## config.mk

```make
export PLATFORM = sky130hd
export DESIGN_NAME = conv_loop_ctrl_flat
export DESIGN_NICKNAME = d
export VERILOG_FILES = /design/src/rtl/conv_pkg.sv /design/src/rtl/conv_loop_ctrl_if.sv /design/src/rtl/ctrl_delay_line.sv /design/src/rtl/conv_loop_ctrl.sv /design/src/flat_wrapper.sv
export SDC_FILE = /design/constraint.sdc
export NUM_CORES = 1
export LEC_CHECK = 0
export CAP_MARGIN = 20
export CELL_PAD_IN_SITES_DETAIL_PLACEMENT = 0
export CELL_PAD_IN_SITES_GLOBAL_PLACEMENT = 2
export CORE_MARGIN = 1
export CORE_UTILIZATION = 32
export CTS_CLUSTER_DIAMETER = 60
export DETAILED_ROUTE_END_ITERATION = 10
export PLACE_DENSITY = 0.77
export SLEW_MARGIN = 10
export SYNTH_ARGS = -nofsm -noshare
export SYNTH_HDL_FRONTEND = slang
export SYNTH_SLANG_ARGS = --single-unit
```

## constraint.sdc

```tcl
create_clock -name clock -period 3 [get_ports clock]
set_input_delay 0.6 -clock clock [delete_from_list [all_inputs] [get_ports clock]]
set_output_delay 0.6 -clock clock [all_outputs]
set_load 0.05 [all_outputs]
```

## src/rtl/conv_pkg.sv

```systemverilog
// conv_pkg: shared types and elaboration helpers for the convolution loop controller.
package conv_pkg;

  localparam int unsigned TAG_ADDR_W = 32;

  // Controller FSM encoding
  typedef logic [1:0] state_t;
  localparam state_t ST_IDLE  = 2'd0;
  localparam state_t ST_RUN   = 2'd1;
  localparam state_t ST_DRAIN = 2'd2;

  // Per-term tag travelling alongside the operand towards the accumulator
  typedef struct packed {
    logic                  valid;
    logic                  first;
    logic                  last;
    logic [TAG_ADDR_W-1:0] out_addr;
  } tag_t;

  // Output map edge for a given input edge, kernel edge and stride
  function automatic int unsigned out_size(input int unsigned in_size, input int unsigned k,
                                           input int unsigned stride);
    return (in_size - k) / stride + 1;
  endfunction

  // Number of channel groups packed LANES-wide
  function automatic int unsigned num_groups(input int unsigned in_ch, input int unsigned lanes);
    return (in_ch + lanes - 1) / lanes;
  endfunction

  // Counter width able to hold 0..n-1
  function automatic int unsigned cnt_w(input int unsigned n);
    return (n <= 1) ? 1 : $clog2(n);
  endfunction

endpackage

```

## src/rtl/conv_loop_ctrl_if.sv

```systemverilog
// conv_loop_ctrl_if: sequencer/datapath-facing bundle of the loop controller.
// Optional macro CONV_STRIDE_EN adds the stride2 request line.
interface conv_loop_ctrl_if #(
  parameter int unsigned ADDR_W = 16
);
  logic              start;
  logic              hold;
`ifdef CONV_STRIDE_EN
  logic              stride2;
`endif
  logic              busy;
  logic              done;
  logic              rd_en;
  logic [ADDR_W-1:0] ifm_addr;
  logic [ADDR_W-1:0] weight_addr;
  logic              acc_en;
  logic              acc_clr;
  logic              out_we;
  logic [ADDR_W-1:0] out_addr;

`ifdef CONV_STRIDE_EN
  modport master (output start, hold, stride2,
                  input  busy, done, rd_en, ifm_addr, weight_addr, acc_en, acc_clr, out_we, out_addr);
  modport slave  (input  start, hold, stride2,
                  output busy, done, rd_en, ifm_addr, weight_addr, acc_en, acc_clr, out_we, out_addr);
`else
  modport master (output start, hold,
                  input  busy, done, rd_en, ifm_addr, weight_addr, acc_en, acc_clr, out_we, out_addr);
  modport slave  (input  start, hold,
                  output busy, done, rd_en, ifm_addr, weight_addr, acc_en, acc_clr, out_we, out_addr);
`endif
endinterface

```

## src/rtl/ctrl_delay_line.sv

```systemverilog
// ctrl_delay_line: DEPTH-stage register pipeline with synchronous clear.
module ctrl_delay_line #(
  parameter int unsigned WIDTH = 1,
  parameter int unsigned DEPTH = 1
) (
  input  logic             clk,
  input  logic             clear,
  input  logic [WIDTH-1:0] d,
  output logic [WIDTH-1:0] q
);
  logic [WIDTH-1:0] pipe_q [DEPTH];
  logic [WIDTH-1:0] pipe_d [DEPTH];

  // Shift by one stage every cycle
  always_comb begin
    pipe_d[0] = d;
    for (int unsigned k = 1; k < DEPTH; k++) pipe_d[k] = pipe_q[k-1];
  end

  // Stage registers
  always_ff @(posedge clk) begin
    if (clear) begin
      for (int unsigned k = 0; k < DEPTH; k++) pipe_q[k] <= '0;
    end else begin
      for (int unsigned k = 0; k < DEPTH; k++) pipe_q[k] <= pipe_d[k];
    end
  end

  assign q = pipe_q[DEPTH-1];
endmodule

```

## src/rtl/conv_loop_ctrl.sv

```systemverilog
// conv_loop_ctrl: self-sequencing m/r/c/ng/i/j loop nest issuing one MAC term per cycle.
// Optional macro CONV_STRIDE_EN adds a per-layer stride-2 mode.
module conv_loop_ctrl
  import conv_pkg::*;
#(
  parameter int unsigned K        = 5,
  parameter int unsigned IN_SIZE  = 32,
  parameter int unsigned IN_CH    = 1,
  parameter int unsigned OUT_CH   = 6,
  parameter int unsigned LANES    = 4,
  parameter int unsigned PIPE_LAT = 2,
  parameter int unsigned ADDR_W   = 16
) (
  input logic             clock,
  input logic             reset,
  conv_loop_ctrl_if.slave bus
);
  localparam int unsigned OUT_SIZE    = out_size(IN_SIZE, K, 1);
  localparam int unsigned OUT_SIZE_S2 = out_size(IN_SIZE, K, 2);
  localparam int unsigned NG          = num_groups(IN_CH, LANES);
  localparam int unsigned K_W         = cnt_w(K);
  localparam int unsigned E_W         = cnt_w(OUT_SIZE);
  localparam int unsigned G_W         = cnt_w(NG);
  localparam int unsigned M_W         = cnt_w(OUT_CH);
  localparam int unsigned D_W         = cnt_w(PIPE_LAT + 2);
  localparam int unsigned TAG_W       = $bits(tag_t);
  localparam longint unsigned ADDR_SPAN = 64'd1 << ADDR_W;

  // Address spaces must fit the configured address width
  if ((64'(OUT_CH) * NG * K * K > ADDR_SPAN) || (64'(NG) * IN_SIZE * IN_SIZE > ADDR_SPAN))
  begin : g_addr_chk
    $error("conv_loop_ctrl: address space exceeds ADDR_W");
  end

  state_t            state_q, state_d;
  logic [M_W-1:0]    m_q, m_d;
  logic [E_W-1:0]    r_q, r_d, c_q, c_d;
  logic [G_W-1:0]    g_q, g_d;
  logic [K_W-1:0]    i_q, i_d, j_q, j_d;
  logic [D_W-1:0]    drain_q, drain_d;
  logic              busy_q, busy_d, done_q, done_d, rd_en_q, rd_en_d;
  logic              out_we_q, out_we_d;
  logic [ADDR_W-1:0] ifm_addr_q, ifm_addr_d, weight_addr_q, weight_addr_d;
  logic [ADDR_W-1:0] out_addr_q, out_addr_d;
  tag_t              tag_q, tag_d, dly_q;
  logic              stride_c;

`ifdef CONV_STRIDE_EN
  logic stride_q, stride_d;
  assign stride_c = stride_q;
`else
  assign stride_c = 1'b0;
`endif

  logic [E_W-1:0] edge_c;
  logic [31:0]    area_c, row_c, col_c, ifm_full_c, wgt_full_c, pix_full_c;
  logic           j_wrap, i_wrap, g_wrap, c_wrap, r_wrap, m_wrap, pix_done, last_term;

  // Full-width address arithmetic and loop-wrap decode for the current term
  always_comb begin
    edge_c     = stride_c ? E_W'(OUT_SIZE_S2) : E_W'(OUT_SIZE);
    area_c     = stride_c ? 32'(OUT_SIZE_S2 * OUT_SIZE_S2) : 32'(OUT_SIZE * OUT_SIZE);
    row_c      = stride_c ? (32'(r_q) << 1) + 32'(i_q) : 32'(r_q) + 32'(i_q);
    col_c      = stride_c ? (32'(c_q) << 1) + 32'(j_q) : 32'(c_q) + 32'(j_q);
    ifm_full_c = 32'(g_q) * (IN_SIZE * IN_SIZE) + row_c * IN_SIZE + col_c;
    wgt_full_c = 32'(m_q) * (NG * K * K) + 32'(g_q) * (K * K) + 32'(i_q) * K + 32'(j_q);
    pix_full_c = 32'(m_q) * area_c + 32'(r_q) * 32'(edge_c) + 32'(c_q);
    j_wrap     = (j_q == K_W'(K - 1));
    i_wrap     = (i_q == K_W'(K - 1));
    g_wrap     = (g_q == G_W'(NG - 1));
    c_wrap     = (c_q == edge_c - E_W'(1));
    r_wrap     = (r_q == edge_c - E_W'(1));
    m_wrap     = (m_q == M_W'(OUT_CH - 1));
    pix_done   = j_wrap & i_wrap & g_wrap;
    last_term  = pix_done & c_wrap & r_wrap & m_wrap;
  end

  // Next-state: FSM, loop nest advance and term issue
  always_comb begin
    state_d       = state_q;
    m_d           = m_q;
    r_d           = r_q;
    c_d           = c_q;
    g_d           = g_q;
    i_d           = i_q;
    j_d           = j_q;
    drain_d       = drain_q;
    busy_d        = busy_q;
    done_d        = 1'b0;
    rd_en_d       = 1'b0;
    ifm_addr_d    = ifm_addr_q;
    weight_addr_d = weight_addr_q;
    tag_d         = '0;
`ifdef CONV_STRIDE_EN
    stride_d      = stride_q;
`endif
    case (state_q)
      ST_IDLE: begin
        if (bus.start) begin
          state_d = ST_RUN;
          busy_d  = 1'b1;
          m_d     = '0;
          r_d     = '0;
          c_d     = '0;
          g_d     = '0;
          i_d     = '0;
          j_d     = '0;
`ifdef CONV_STRIDE_EN
          stride_d = bus.stride2;
`endif
        end
      end
      ST_RUN: begin
        if (!bus.hold) begin
          rd_en_d        = 1'b1;
          ifm_addr_d     = ADDR_W'(ifm_full_c);
          weight_addr_d  = ADDR_W'(wgt_full_c);
          tag_d.valid    = 1'b1;
          tag_d.first    = (g_q == '0) && (i_q == '0) && (j_q == '0);
          tag_d.last     = pix_done;
          tag_d.out_addr = pix_full_c;
          j_d = j_wrap ? '0 : j_q + K_W'(1);
          if (j_wrap)                     i_d = i_wrap ? '0 : i_q + K_W'(1);
          if (j_wrap && i_wrap)           g_d = g_wrap ? '0 : g_q + G_W'(1);
          if (pix_done)                   c_d = c_wrap ? '0 : c_q + E_W'(1);
          if (pix_done && c_wrap)         r_d = r_wrap ? '0 : r_q + E_W'(1);
          if (pix_done && c_wrap && r_wrap) m_d = m_wrap ? '0 : m_q + M_W'(1);
          if (last_term) begin
            state_d = ST_DRAIN;
            drain_d = '0;
          end
        end
      end
      ST_DRAIN: begin
        // Last tag reaches the accumulator PIPE_LAT+1 cycles after issue; out_we one later
        drain_d = drain_q + D_W'(1);
        if (drain_q == D_W'(PIPE_LAT + 1)) begin
          done_d  = 1'b1;
          busy_d  = 1'b0;
          state_d = ST_IDLE;
        end
      end
      default: state_d = ST_IDLE;
    endcase
  end

  // Accumulator-side tags
  ctrl_delay_line #(
    .WIDTH (TAG_W),
    .DEPTH (PIPE_LAT)
  ) u_dly (
    .clk   (clock),
    .clear (reset),
    .d     (tag_q),
    .q     (dly_q)
  );

  // Output-buffer write strobe and address
  always_comb begin
    out_we_d   = dly_q.valid & dly_q.last;
    out_addr_d = out_we_d ? ADDR_W'(dly_q.out_addr) : out_addr_q;
  end

  // State registers
  always_ff @(posedge clock) begin
    if (reset) begin
      state_q       <= ST_IDLE;
      m_q           <= '0;
      r_q           <= '0;
      c_q           <= '0;
      g_q           <= '0;
      i_q           <= '0;
      j_q           <= '0;
      drain_q       <= '0;
      busy_q        <= 1'b0;
      done_q        <= 1'b0;
      rd_en_q       <= 1'b0;
      ifm_addr_q    <= '0;
      weight_addr_q <= '0;
      tag_q         <= '0;
      out_we_q      <= 1'b0;
      out_addr_q    <= '0;
`ifdef CONV_STRIDE_EN
      stride_q      <= 1'b0;
`endif
    end else begin
      state_q       <= state_d;
      m_q           <= m_d;
      r_q           <= r_d;
      c_q           <= c_d;
      g_q           <= g_d;
      i_q           <= i_d;
      j_q           <= j_d;
      drain_q       <= drain_d;
      busy_q        <= busy_d;
      done_q        <= done_d;
      rd_en_q       <= rd_en_d;
      ifm_addr_q    <= ifm_addr_d;
      weight_addr_q <= weight_addr_d;
      tag_q         <= tag_d;
      out_we_q      <= out_we_d;
      out_addr_q    <= out_addr_d;
`ifdef CONV_STRIDE_EN
      stride_q      <= stride_d;
`endif
    end
  end

  assign bus.busy        = busy_q;
  assign bus.done        = done_q;
  assign bus.rd_en       = rd_en_q;
  assign bus.ifm_addr    = ifm_addr_q;
  assign bus.weight_addr = weight_addr_q;
  assign bus.acc_en      = dly_q.valid;
  assign bus.acc_clr     = dly_q.valid & dly_q.first;
  assign bus.out_we      = out_we_q;
  assign bus.out_addr    = out_addr_q;
endmodule

```

## src/flat_wrapper.sv

```systemverilog
// flat-port wrapper written by rule: the top's interface ports become plain ports
module conv_loop_ctrl_flat import conv_pkg::*;
#(
  parameter int unsigned K        = 5,
  parameter int unsigned IN_SIZE  = 32,
  parameter int unsigned IN_CH    = 1,
  parameter int unsigned OUT_CH   = 6,
  parameter int unsigned LANES    = 4,
  parameter int unsigned PIPE_LAT = 2,
  parameter int unsigned ADDR_W   = 16
)
  (clock, reset, bus_start, bus_hold, bus_busy, bus_done, bus_rd_en, bus_ifm_addr, bus_weight_addr, bus_acc_en, bus_acc_clr, bus_out_we, bus_out_addr);
  conv_loop_ctrl_if #(.ADDR_W(ADDR_W)) bus_i ();
  input logic clock;
  input logic reset;
  input wire logic [$bits(bus_i.start)-1:0] bus_start;
  input wire logic [$bits(bus_i.hold)-1:0] bus_hold;
  output wire logic [$bits(bus_i.busy)-1:0] bus_busy;
  output wire logic [$bits(bus_i.done)-1:0] bus_done;
  output wire logic [$bits(bus_i.rd_en)-1:0] bus_rd_en;
  output wire logic [$bits(bus_i.ifm_addr)-1:0] bus_ifm_addr;
  output wire logic [$bits(bus_i.weight_addr)-1:0] bus_weight_addr;
  output wire logic [$bits(bus_i.acc_en)-1:0] bus_acc_en;
  output wire logic [$bits(bus_i.acc_clr)-1:0] bus_acc_clr;
  output wire logic [$bits(bus_i.out_we)-1:0] bus_out_we;
  output wire logic [$bits(bus_i.out_addr)-1:0] bus_out_addr;
  assign bus_i.start = bus_start;
  assign bus_i.hold = bus_hold;
  assign bus_busy = bus_i.busy;
  assign bus_done = bus_i.done;
  assign bus_rd_en = bus_i.rd_en;
  assign bus_ifm_addr = bus_i.ifm_addr;
  assign bus_weight_addr = bus_i.weight_addr;
  assign bus_acc_en = bus_i.acc_en;
  assign bus_acc_clr = bus_i.acc_clr;
  assign bus_out_we = bus_i.out_we;
  assign bus_out_addr = bus_i.out_addr;
  conv_loop_ctrl #(.K(K), .IN_SIZE(IN_SIZE), .IN_CH(IN_CH), .OUT_CH(OUT_CH), .LANES(LANES), .PIPE_LAT(PIPE_LAT), .ADDR_W(ADDR_W)) u_core (.clock(clock), .reset(reset), .bus(bus_i));
endmodule
```

After elaboration in Yosys (flattened, before gate mapping)
Memories as Yosys holds them, arrays and structs flattened.
Index checks and enable logic that the tools add are counted.
{ "op_classes": {"addsub": 16, "order_cmp": 0, "multipliers": 5, "n_mux": 45, "n_shift": 0, "n_reduce_logical": 24, "n_eq_ne": 17, "bitwise_logic": 13, "div_mod_pow": 0} }
{ "ops": {"columns": ["operator", "n"], "rows": [
  ["$mux W35", 3],
  ["$mux W5", 7],
  ["$add A32 B10 Y32", 1],
  ["$add A32 B5 Y32", 1],
  ["$mux W3", 9],
  ["$reduce_and A4 Y1", 6],
  ["$pmux W5 S2", 2],
  ["$pmux W3 S2", 3],
  ["$add A11 B16 Y16", 1],
  ["$add A16 B16 Y16", 1],
  ["$add A16 B3 Y16", 1],
  ["$add A16 B6 Y16", 1],
  ["$ne A2 B1 Y1 const B", 7],
  ["$add A5 B3 Y6", 2],
  ["$mux W2", 6],
  ["$mux W1", 11],
  ["$add A5 B1 Y5 const B", 2],
  ["$eq A5 B5 Y1 const B", 2],
  ["$add A3 B1 Y3 const B", 3],
  ["$add A8 B6 Y9", 1],
  ["$eq A3 B3 Y1 const B", 3],
  ["$mul A3 B6 Y9 const B", 1],
  ["$reduce_and A3 Y1", 3],
  ["$mul A3 B5 Y8 const B", 1],
  ["21 further kinds", 42]
]} }
{ "totals": {"elab_cells": 140, "memories": 1, "latchBits": 0, "regBits": 111, "inputBits": 4, "ramBits": 70, "rom_bits": 0} }
{ "memory_table": {"columns": ["memory", "words", "width", "rd", "rd_ports_with_merged_regs", "wr", "line_no", "rtl"], "rows": [
  ["u_core.u_dly.pipe_q", 2, 35, 2, 0, 2, "ctrl_delay_line.sv:11", "logic [WIDTH-1:0] pipe_q [DEPTH];"]
]} }

Longest topological paths before layout
{ "depth": {"ltp_word": 9, "ltp_mapped": 16, "ltp_nobuf": 16} }

Hierarchy
From an unflattened synthesis, not the netlist that was laid out.
{ "hier_totals": {"cells_unflattened": 672, "area_unflattened_um2": 6600.1} }
{ "modules_own_cells": {"columns": ["mod", "cells_per_inst", "area_per_inst_um2", "instances", "seq_area_each_um2"], "rows": [
  ["conv_loop_ctrl", 525, 4725.8, 1, 1601.5],
  ["ctrl_delay_line", 147, 1874.3, 1, 1401.3]
]} }

Least setup slack after synthesis
No wires, ideal clock.
{ "synth_path": {"path_type": "reg-to-reg", "start": "register u_core.r_q[2]", "end": "register u_core.tag_q[11] (netlist bit)", "synth_period_minus_slack_ns": 3.286, "slack_ns": -0.286, "required_ns": 2.872, "arrival_ns": 3.159, "setup_time_ns": 0.128, "path_stages_with_launch": 14, "path_cell_list": "dfxtp_1 fa_1 ha_1 a21o_1 a21oi_1 nor2_1 o21ai_0 nand2b_1 ha_1 ha_1 or2_2 o31ai_1 xor2_1 nor2_1"} }
{ "synth_via": {"elab_chain_cells": 3} }
{ "synth_lines": {"columns": ["item", "line_no", "rtl"], "rows": [
  ["start, declared", "conv_loop_ctrl.sv:37", "logic [E_W-1:0] r_q, r_d, c_q, c_d;"],
  ["start signal, assigned", "conv_loop_ctrl.sv:189", "r_q <= r_d;"],
  ["$mul A5 B3 Y8", "conv_loop_ctrl.sv:67", "pix_full_c = 32'(m_q) * area_c + 32'(r_q) * 32'(edge_c) + 32'(c_q);"],
  ["$add A32 B10 Y32", "conv_loop_ctrl.sv:67", null],
  ["$add A32 B5 Y32", "conv_loop_ctrl.sv:67", null],
  ["end signal, assigned", "conv_loop_ctrl.sv:200", "tag_q <= tag_d;"],
  ["end, declared", "conv_loop_ctrl.sv:45", "tag_t tag_q, tag_d, dly_q;"]
]} }
No other way between the ends.
A chain may end at the register's enable or synchronous reset.

Final worst setup path
{ "layout_path": {"start": "register u_core.r_q[0]", "end": "register u_core.tag_q[11] (netlist bit)"} }
The elaborated chain is that of the path after synthesis.

==> summary.md <==
| Metric | Value |
|---|---|
| Status | `finished, violations left` |
| Failing checks | `setup timing` |
| CTS tree | `done` |
| Setup Skew | `0.02377 ns` |
| Placed cells | `881` |
| Hold Violations, Final | `0` |
| Core Region | `16,820 um^2` |
| Largest net degree at the start of global routing | `81` |
| DRT Pass-1 Iters | `4` |
| Htree depth | `4` |
| Routability-driven placement congestion ratio | `0.7952` |
| Critical path peak fanout | `3` |
| Ports | `58` |
| FILL cells | `1,655` |
| Mux share of post-synthesis cell area | `0.1794%` |
| Die height | `134.0 um` |
| Tmin final | `3.130 ns` |
| Post-synth EDFFs | `0` |
| Final nets | `761` |
| Post-Synth Adder-Cell Area | `17.90%` |
| Distinct cells, synth | `52` |
| DP Area | `6442 um^2` |
| Max VDD drop | `396.2 uV` |
| Post-synthesis xor/xnor area fraction | `4.553%` |
| Syn_area_per_cell | `9.161 um^2` |
| Synth Area in Simple Gates | `19.89%` |
| Number of CTS-inserted buffers | `17` |
| Initial core utilization | `33.17%` |
| Row cnt | `47` |
| Bufs on Longest Clock Path | `2` |
| CP Class | `register to register` |
| Worst EP required | `3.32 ns` |
| Ys async rst share | `0%` |
| CP Launch Type | `register` |
| Share of layout cells above drive strength 1 | `16.05%` |
| Grt ovf | `0` |
| Part of the cycle the worst path needs | `104.3%` |
| Commonest cells after routing, fill and taps aside | `109 x dfxtp_1, 61 x nand2_1, 50 x ha_1` |
| CP endpoint kind | `register` |
| Clock slew at reported path FFs | `0.06 ns` |
| Synthesis Warnings | `0` |
| ANT cells | `0` |
| Placed wire-length estimate | `9011 um` |
| GRT Total Usage | `14.67%` |
| M1 WL | `5945 um` |
| Fmax | `0.3195 GHz` |
| Drt initial violations | `190` |
| Compound-Gate Fraction of Synth Area | `11.10%` |
| Met2 wire len | `5959 um` |
| Clk root buf | `clkbuf_16` |
| Area Overhead vs Synth | `28.82%` |
| Max layer used | `met4` |
| Yosys reg bits | `113` |
| Share of the synthesized area in the top cell type | `40.55%` |
| Seq/Total Area, Yosys | `40.55%` |
| Area contributors post-synth | `dfxtp_1 41%, ha_1 13%, fa_1 4.7%` |
| Cell area after synthesis | `5579 um^2` |
| Drt via density | `4.644` |
| Leak | `2.954 nW` |
| Post-Syn Instances | `609` |
| PnR worst setup slack | `-0.1303 ns` |
| Worst skew pair latency | `0.44 ns` |
| Total clock sinks | `113` |
| PD cells | `525.9 nW/um^2` |
| First-pass GRT wire length | `20,310 um` |
| Commonest non-fill, non-tap cell in the layout | `dfxtp_1` |
| Routed WL | `12,560 um` |
| Post-route ant nets | `0` |
| RSZ-0062 raised after global routing | `true` |
| Port Buffers | `45` |
| DR WL met3 | `496 um` |
| Vias post-DR | `4,263` |
| Total die area | `17,970 um^2` |
| DRC | `0` |
| Die X | `134.0 um` |
| Max-cap violations | `0` |
| Slew @ Worst Pin | `0.8096 ns` |
| Leading area contributor after synthesis | `dfxtp_1` |
| Main combinational cell family by area after synthesis | `simple AND/OR/NAND/NOR gates` |
| Ys flop type | `dfxtp_1` |
| Final Instance Area | `7187 um^2` |
| Worst min-delay path category | `register to register` |
| Arr. time, crit path | `3.45 ns` |
| Max Slew Vio Count | `0` |
| Wire per inst | `13.68 um` |
| DP Worst Slack | `-0.1169 ns` |
| Vias in the first global route | `4,109` |
| Non-Filler Instances | `918` |
| Initial antenna violation count | `0` |
| Slew headroom | `46.03%` |
| Final setup viols | `6` |
flip-flops by register name (all words and copies together) (netlist names):
register,count
u_core.bus.weight_addr,10
u_core.tag_q,17
u_core.c_q,5
u_core.u_dly.pipe_q,34
u_core.bus.busy,1
u_core.i_q,3
u_core.bus.out_we,1
u_core.state_q,2
u_core.drain_q,2
u_core.j_q,3
u_core.bus.done,1
u_core.bus.out_addr,14
u_core.r_q,5
u_core.bus.ifm_addr,12
u_core.m_q,3
routing by layer:
metal	up-vias	track usage, %
li1	2197	-
met1	1985	18.38
met2	70	23.60
met3	11	4.119
met4	0	6.180
met5	-	0
kinds of logic (layout without fill, tap and decap cells):
| kind of cell | count (synthesis) | after routing |
|---|---|---|
| xor+xnor | 29 | 29 |
| buf+inv | 73 | 151 |
| flops | 113 | 113 |
| mux | 1 | 1 |
| compound gates | 102 | 102 |
| fa+ha+maj | 72 | 72 |
| other cells | 1 | 12 |
| simple gates | 218 | 218 |
worst max-delay path, cell delays in order (launching register included):
cell and delay, ns:
dfxtp_2 0.33, fa_1 0.54, ha_2 0.19, inv_2 0.04
fa_2 0.52, inv_2 0.05, ha_4 0.26, ha_4 0.20
nor2b_4 0.12, o31a_1 0.30, o31ai_4 0.26, xor2_1 0.16
nor2_1 0.05
stage by stage:
step / TNS [ns] / total power [mW] / utilization (%) / hold slack [ns]
6_report: -0.4777 / 3.779 / 42.73 / 0.4314
5_1_grt: -1.232 / 3.941 / 42.73 / 0.4475
4_1_cts: -0.1670 / 3.828 / 42.07 / 0.4327
3_5_place_dp: -0.4705 / 1.904 / 38.31 / 0.4204
3_3_place_gp: -0.2093 / 1.899 / 38.31 / 0.4163
2_1_floorplan: -0.03437 / 1.815 / - / 0.4138
cell type report:
class	instances	area (um^2)	share of cell area, %
clock buffers	18	429.2	5.971
clock inverters	14	131.4	1.828
inverters	38	142.6	1.985
multi-input cells	434	3219	44.79
flip-flops and latches	113	2270	31.58
well taps	220	275.3	3.830
repair buffers	81	719.4	10.01
path summary, 6_finish.rpt:
path,start,to,slack [ns],cells after the start
worst max-delay path,u_core.r_q[0],u_core.tag_q[11],-0.13,12
worst max register to register,u_core.r_q[0],u_core.tag_q[11],-0.13,12
worst min register to register,u_core.u_dly.pipe_q[0][4],u_core.u_dly.pipe_q[0][39],0.43,1
worst min-delay path,u_core.u_dly.pipe_q[0][4],u_core.u_dly.pipe_q[0][39],0.43,1
power by group:
group / total [mW] / leakage (nW) / switching, mW / internal, mW
logic: 0.338 / 1.78 / 0.224 / 0.113
clock network: 1.90 / 0.264 / 0.752 / 1.14
registers: 1.55 / 0.915 / 0.0209 / 1.52
total: 3.78 / 2.95 / 0.997 / 2.78
synthesized netlist by cell type, drive strengths merged (3+ instances only):
cell type  number
dfxtp         113
nand2          62
ha             59
a21oi          49
nor2b          41
inv            38
nor2           38
nor3           19
buf            18
o21ai          18
clkbuf         17
xnor2          16
a211oi         13
fa             13
nand3          13
xor2           13
nand2b         10
nand4           6
a21o            5
and2            4
and3            4
or2             4
or3             4
or4             4
a31oi           3
nor4            3
what timing repair did:
| item | 4_1_cts | 5_1_grt |
|---|---|---|
| setup buffers | 1 | 4 |
| pin swaps | 6 | 4 |
| hold buffers | 0 | 0 |
| endpoints found under the setup margin | 7 | 10 |
| resized for setup | 15 | 19 |
Note: power is estimated with default switching activity, not from simulation.
